File: config.mk
export PLATFORM = sky130hd
export DESIGN_NAME = pwm_capture
export DESIGN_NICKNAME = d
export VERILOG_FILES = /design/src/rtl/pwm_capture_pkg.sv /design/src/rtl/pwm_capture_div.sv /design/src/rtl/pwm_capture.sv
export SDC_FILE = /design/constraint.sdc
export NUM_CORES = 1
export LEC_CHECK = 0
export BUFFER_PORTS_ARGS = -buffer_cell sky130_fd_sc_hd__buf_4
export CORE_UTILIZATION = 50
export DETAILED_ROUTE_END_ITERATION = 10
export PLACE_DENSITY = 0.68
export SLEW_MARGIN = 20
export SYNTH_ARGS = -nofsm -noshare
export SYNTH_HDL_FRONTEND = slang
export SYNTH_SLANG_ARGS = --single-unit
File: constraint.sdc
create_clock -name clk -period 4.5 [get_ports clk]
set_clock_uncertainty 0.05 [all_clocks]
set_input_delay 0.45 -clock clk [delete_from_list [all_inputs] [get_ports clk]]
set_output_delay 0.45 -clock clk [all_outputs]
set_load 0.02 [all_outputs]
File: src/rtl/pwm_capture_pkg.sv
// ============================================================================
// pwm_capture_pkg : shared duty scale and capture FSM state encoding
// Rev 1.0
// ============================================================================
`default_nettype none

package pwm_capture_pkg;
  // Same duty scale as the LED PWM generator, so loopback values compare directly.
  localparam int c_DUTY_W_DEFAULT = 8;

  typedef enum logic [1:0] {
    ST_IDLE    = 2'd0,
    ST_MEASURE = 2'd1,
    ST_DIVIDE  = 2'd2
  } cap_state_t;
endpackage

`default_nettype wire

File: src/rtl/pwm_capture_div.sv
// ============================================================================
// pwm_capture_div : restoring divider, (i_num << DUTY_W) / i_den, 1 bit/cycle
// Rev 1.0
// ============================================================================
`default_nettype none

module pwm_capture_div #(
  parameter int CNT_W  = 16,
  parameter int DUTY_W = 8
) (
  input  logic              clk,
  input  logic              rst,
  input  logic              i_start,
  input  logic [CNT_W-1:0]  i_num,
  input  logic [CNT_W-1:0]  i_den,
  output logic              o_busy,
  output logic              o_done,
  output logic [DUTY_W-1:0] o_quot
);
  localparam int c_CW = (DUTY_W > 1) ? $clog2(DUTY_W) : 1;

  logic              r_busy, r_done, r_sat;
  logic [c_CW-1:0]   r_cnt;
  logic [CNT_W-1:0]  r_rem, r_den;
  logic [DUTY_W-1:0] r_q;

  logic              w_go, w_ge;
  logic [CNT_W-1:0]  w_rem_in, w_den_in, w_rem_nx;
  logic [CNT_W:0]    w_shift;

  // The MSB is resolved in the start cycle itself, so done lands DUTY_W-1 cycles later.
  assign w_go     = i_start & ~r_busy;
  assign w_rem_in = w_go ? i_num : r_rem;
  assign w_den_in = w_go ? i_den : r_den;
  assign w_shift  = {w_rem_in, 1'b0};
  assign w_ge     = w_shift >= {1'b0, w_den_in};
  assign w_rem_nx = w_ge ? (w_shift[CNT_W-1:0] - w_den_in) : w_shift[CNT_W-1:0];

  always_ff @(posedge clk) begin
    if (rst) begin
      r_busy <= 1'b0;
      r_done <= 1'b0;
      r_sat  <= 1'b0;
      r_cnt  <= '0;
      r_rem  <= '0;
      r_den  <= '0;
      r_q    <= '0;
    end else begin
      r_done <= 1'b0;
      if (w_go) begin
        r_busy <= 1'b1;
        r_cnt  <= c_CW'(DUTY_W - 1);
        r_sat  <= (i_num >= i_den);
        r_den  <= i_den;
        r_rem  <= w_rem_nx;
        r_q    <= {{(DUTY_W-1){1'b0}}, w_ge};
      end else if (r_busy) begin
        r_rem <= w_rem_nx;
        r_q   <= {r_q[DUTY_W-2:0], w_ge};
        r_cnt <= r_cnt - 1'b1;
        if (r_cnt == c_CW'(1)) begin
          r_busy <= 1'b0;
          r_done <= 1'b1;
        end
      end
    end
  end

  assign o_busy = r_busy;
  assign o_done = r_done;
  assign o_quot = r_sat ? {DUTY_W{1'b1}} : r_q;
endmodule

`default_nettype wire

File: src/rtl/pwm_capture.sv
// ============================================================================
// pwm_capture : measures period, high time and 0..2^DUTY_W-1 duty of a PWM pin
// Rev 1.0
// ============================================================================
`default_nettype none

module pwm_capture
  import pwm_capture_pkg::*;
#(
  parameter int CNT_W       = 16,
  parameter int DUTY_W      = c_DUTY_W_DEFAULT,
  parameter int SYNC_STAGES = 2,
  parameter int TIMEOUT     = 65535
) (
  input  logic              clk,
  input  logic              rst,
  input  logic              i_pwm,
  output logic [CNT_W-1:0]  o_period,
  output logic [CNT_W-1:0]  o_high_time,
  output logic [DUTY_W-1:0] o_duty,
  output logic              o_valid,
  output logic              o_overrun,
  output logic              o_stuck_hi,
  output logic              o_stuck_lo
);
  localparam logic [CNT_W-1:0] c_CNT_MAX = {CNT_W{1'b1}};
  localparam logic [CNT_W-1:0] c_TIMEOUT = CNT_W'(TIMEOUT);

  logic [SYNC_STAGES-1:0] r_sync;
  logic                   r_s_prev;
  logic [CNT_W-1:0]       r_per, r_hi, r_lat_per, r_lat_hi;
  logic [CNT_W-1:0]       r_period, r_high;
  logic [DUTY_W-1:0]      r_duty;
  logic                   r_valid, r_overrun, r_stuck_hi, r_stuck_lo;
  cap_state_t             r_state;

  logic                   w_s, w_edge, w_per_sat, w_timeout, w_start;
  logic                   w_div_busy, w_div_done;
  logic [CNT_W-1:0]       w_per_len;
  logic [DUTY_W-1:0]      w_quot;

  assign w_s       = r_sync[SYNC_STAGES-1];
  assign w_edge    = w_s & ~r_s_prev;
  assign w_per_sat = (r_per == c_CNT_MAX);
  assign w_timeout = (r_per >= c_TIMEOUT);
  assign w_per_len = r_per + 1'b1;
  assign w_start   = (r_state == ST_MEASURE) && w_edge && !w_per_sat && !w_div_busy;

  always_ff @(posedge clk) begin
    if (rst) begin
      r_sync   <= '0;
      r_s_prev <= 1'b0;
      r_per    <= '0;
      r_hi     <= '0;
    end else begin
      r_sync   <= {r_sync[SYNC_STAGES-2:0], i_pwm};
      r_s_prev <= w_s;
      if (w_edge) begin
        r_per <= '0;
        r_hi  <= CNT_W'(1);
      end else begin
        if (!w_per_sat) r_per <= r_per + 1'b1;
        if (w_s && r_hi != c_CNT_MAX) r_hi <= r_hi + 1'b1;
      end
    end
  end

  pwm_capture_div #(
    .CNT_W  (CNT_W),
    .DUTY_W (DUTY_W)
  ) u_div (
    .clk     (clk),
    .rst     (rst),
    .i_start (w_start),
    .i_num   (r_hi),
    .i_den   (w_per_len),
    .o_busy  (w_div_busy),
    .o_done  (w_div_done),
    .o_quot  (w_quot)
  );

  always_ff @(posedge clk) begin
    if (rst) begin
      r_state    <= ST_IDLE;
      r_lat_per  <= '0;
      r_lat_hi   <= '0;
      r_period   <= '0;
      r_high     <= '0;
      r_duty     <= '0;
      r_valid    <= 1'b0;
      r_overrun  <= 1'b0;
      r_stuck_hi <= 1'b0;
      r_stuck_lo <= 1'b0;
    end else begin
      r_valid   <= 1'b0;
      r_overrun <= 1'b0;
      if (w_edge) begin
        r_stuck_hi <= 1'b0;
        r_stuck_lo <= 1'b0;
      end
      case (r_state)
        ST_IDLE: begin
          if (w_edge) r_state <= ST_MEASURE;
        end
        ST_MEASURE: begin
          if (w_edge) begin
            if (w_start) begin
              r_lat_per <= w_per_len;
              r_lat_hi  <= r_hi;
              r_state   <= ST_DIVIDE;
            end
          end else if (w_timeout) begin
            r_stuck_hi <= w_s;
            r_stuck_lo <= ~w_s;
            r_duty     <= {DUTY_W{w_s}};
            r_period   <= '0;
            r_high     <= '0;
            r_valid    <= 1'b1;
            r_state    <= ST_IDLE;
          end
        end
        ST_DIVIDE: begin
          // An edge here closes a measurement nobody can divide; drop it.
          if (w_edge) r_overrun <= 1'b1;
          if (w_div_done) begin
            r_period <= r_lat_per;
            r_high   <= r_lat_hi;
            r_duty   <= w_quot;
            r_valid  <= 1'b1;
            r_state  <= ST_MEASURE;
          end
        end
        default: r_state <= ST_IDLE;
      endcase
    end
  end

  assign o_period    = r_period;
  assign o_high_time = r_high;
  assign o_duty      = r_duty;
  assign o_valid     = r_valid;
  assign o_overrun   = r_overrun;
  assign o_stuck_hi  = r_stuck_hi;
  assign o_stuck_lo  = r_stuck_lo;
endmodule

`default_nettype wire

==> impl_results.md <==
- LEAKAGE: ~0.0034 µW
- Setup CP Type: register to register
- Async SR Flop Fraction: 0
- Cells after Synth: between 800 and 900
- Detailed Route Iter0 Violations: 486
- Buffers added on ports: 46
- Yosys warns: 0
- Avg Cell Area, Syn: between 8 and 9 µm²
- Synthesized netlist net count: slightly above 900
- Mapped Area: 0.007418 mm²
- Largest vdd supply drop: just under 0.0003 V
- Setup violators final: 0
- Library cells used by synthesis: 56
- Die Span Y: approximately 120 µm
- Total track usage: 0.2552
- Total number of vias: roughly 6300
- Cts repair resizes: 0
- Final nets: between 900 and 1000
- Worst path arrival time: 4.44 ns
- Req. time, crit path: about 4.8 ns
- Seq cells post-synth: between 150 and 200
- Footprint of the multi-input gates: a little under 0.004 mm²
- Total CTS buffers: 17
- Period utilization: 0.9227
- Primary FF master, synth: dfxtp_1
- RePlAce Congestion: ~0.9
- Worst Setup Start Kind: register
- Final ANT Viol Nets: 0
- Final Cell Area: around 0.0086 mm²
- Wire per inst: ~17 µm
- Detail Placement HPWL: 13690 µm
- Placed inst area: 0.008000 mm²
- FMAX: between 200 and 250 MHz
- Clock Tree Root: clkbuf_16
- Crit. End Element: register
- ANT cells: 0
- Sequential cell area fraction in the yosys report: 0.4291
- Max Cap Viol: 0
- Total chip power: around 3600 µW
- Core area: 0.01448 mm²
- DRT Pass-1 Iters: 5
- RSZ-0062 raised after global routing: false
- Initial Util: 0.5124
- First-pass GRT wire length: between 20000 and 30000 µm
- H-tree level count: 4
- Status: finished clean
- Worst-path fanout max: 19
- Initial antenna violation count: 1
- Power per cell area: 420.8 mW/mm²
- CTS Hold Bufs: 0
- CTS tree: done
- DRC violations left: 0
- Num rows: 44
- I/O pins: 47
- Grt ovf: 0
- Final hold vios: 0
- Layout Utilization: 0.5961
- Fin crit period: 4.152 ns
- Normalized max-slew margin: 0.3871
- Seq. cell area: ~0.0032 mm²
- Postcts setup bufs: 0
- Die Wd: 123.8 µm
- Vias per inst: around 5.6
- Die area: around 0.015 mm²
- Vias in the first global route: 5684
- Area delta synth->final: 16.34%
- Share of cells above drive strength 1: 0.1234
- Clk_lat worst skew: ~0.42 ns
- Setup TNS: 0 ns
- Worst hold-check path type: primary input to register
- Post-Route WL: approximately 19000 µm
- # fillers: around 1300
- Clock Sinks: approximately 160
- CTS clk-pin slew, worst paths: approximately 0.060 ns
- Final Max Slew Viols: 0
- Worst slew pin tran: 0.9193 ns
- CTS max path bufs: 2
- Post-synth EDFFs: 0
- Largest net degree at the start of global routing: 64
## cells in the mapped netlist (16+ instances only)
master	number	area, µm²
xor2_1	18	157.7
xnor2_1	21	183.9
dfxtp_1	159	3183
inv_1	16	60.06
o21ai_0	35	175.2
mux2i_1	21	210.2
a211oi_1	21	157.7
nand3_1	54	270.3
a21oi_1	98	490.5
clkbuf_1	37	138.9
nand2_1	144	540.5
nor2_1	83	311.6
ha_1	40	500.5
## power by group
| part | leakage [µW] | switching, µW | internal [µW] |
|---|---|---|---|
| Combinational | 0.00185 | 397 | 279 |
| Clock | 0.000296 | 581 | 921 |
| Sequential | 0.00128 | 17.4 | 1440 |
## cell families (layout without fill, tap and decap cells)
family                   count (synthesis)  in the layout  synth area share
AND/OR/NAND/NOR                        355            355            0.2236
multiplexers                            22             22           0.02985
AO/OA/AOI/OAI                          203            203            0.1643
flip-flops                             159            159            0.4291
adder cells (fa/ha/maj)                 41             41           0.07016
XOR/XNOR                                39             39           0.04605
buffers and inverters                   67            121           0.03694
## state kept, by name, summed over array words and instances, names as in the netlist, 8 cells and up
signal       cells
r_lat_per       16
r_lat_hi        16
o_period        16
o_duty           8
u_div.r_rem     16
u_div.r_q        8
o_high_time     16
r_per           16
u_div.r_den     16
r_hi            16
## worst max-delay path: stages (launching register included)
cell,delay [ns]
dfxtp_1,0.40
ha_1,0.25
and3_1,0.29
nand4_4,0.15
and2_2,0.32
o21ai_0,0.29
ha_1,0.35
a21o_1,0.19
a211oi_1,0.39
o32ai_2,0.16
nor2_1,0.26
a211oi_4,0.14
nor2_8,0.31
mux2_1,0.36
o22ai_1,0.15
## path summary, 6_finish.rpt
kind              startpoint             end  slack, ns  cells after the start
setup / recovery    r_per[1]  u_div.r_rem[1]       0.35                     14
hold / removal         i_pwm       r_sync[0]       0.19                      2
setup reg to reg    r_per[1]  u_div.r_rem[1]       0.35                     14
hold reg to reg    o_duty[1]       o_duty[1]       0.40                      2
## layout by cell type, fill, tap and decap left out, types with 3 or more instances in the layout
cell type,Yosys,final
nand2_1,144,144
buf_4,1,72
nor3_1,14,14
o21ai_0,35,35
clkbuf_8,0,3
mux2i_1,21,21
nand2b_1,10,10
o21a_1,5,5
nand3_1,54,54
inv_1,16,16
nor3b_1,4,4
and4_1,5,5
or3_1,6,6
nor2b_1,6,6
o211ai_1,11,11
clkinvlp_4,0,3
dfxtp_1,159,159
ha_1,40,40
a211oi_1,21,21
a21oi_1,98,98
nor2_1,83,83
a31oi_1,5,5
a21o_1,10,10
xnor2_1,21,21
nand4_1,9,9
bufinv_16,0,3
o31ai_1,4,4
xor2_1,18,18
and3_1,6,6
clkbuf_16,0,17
## cell type report
| type | count | area share |
|---|---|---|
| multi-input combinational | 660 | 0.4604 |
| timing repair buffer | 73 | 0.06495 |
| inverter | 16 | 0.006959 |
| sequential | 159 | 0.3688 |
| tap | 184 | 0.02667 |
| clock inverter | 11 | 0.01769 |
| clock buffer | 21 | 0.05451 |
## layer usage
layer  track usage  vias to the layer above  wire, µm
met5             0                        -         0
met2        0.4153                      147      8574
li1              -                     3169         -
met4        0.1017                        0       416
met3       0.04762                       31       742
met1        0.3324                     2913      8879
## per-stage QoR
step           setup slack (ns)  std cells  hold WS [ns]
4_1_cts                  0.3494       1124        0.1829
6_report                 0.3479       1124        0.1934
2_1_floorplan            0.4356        886        0.3638
3_3_place_gp             0.4644       1092        0.3897
5_1_grt                 0.03357       1124        0.1963
3_5_place_dp             0.3796       1092        0.3813
No activity file was read; power rests on OpenSTA's default activity.
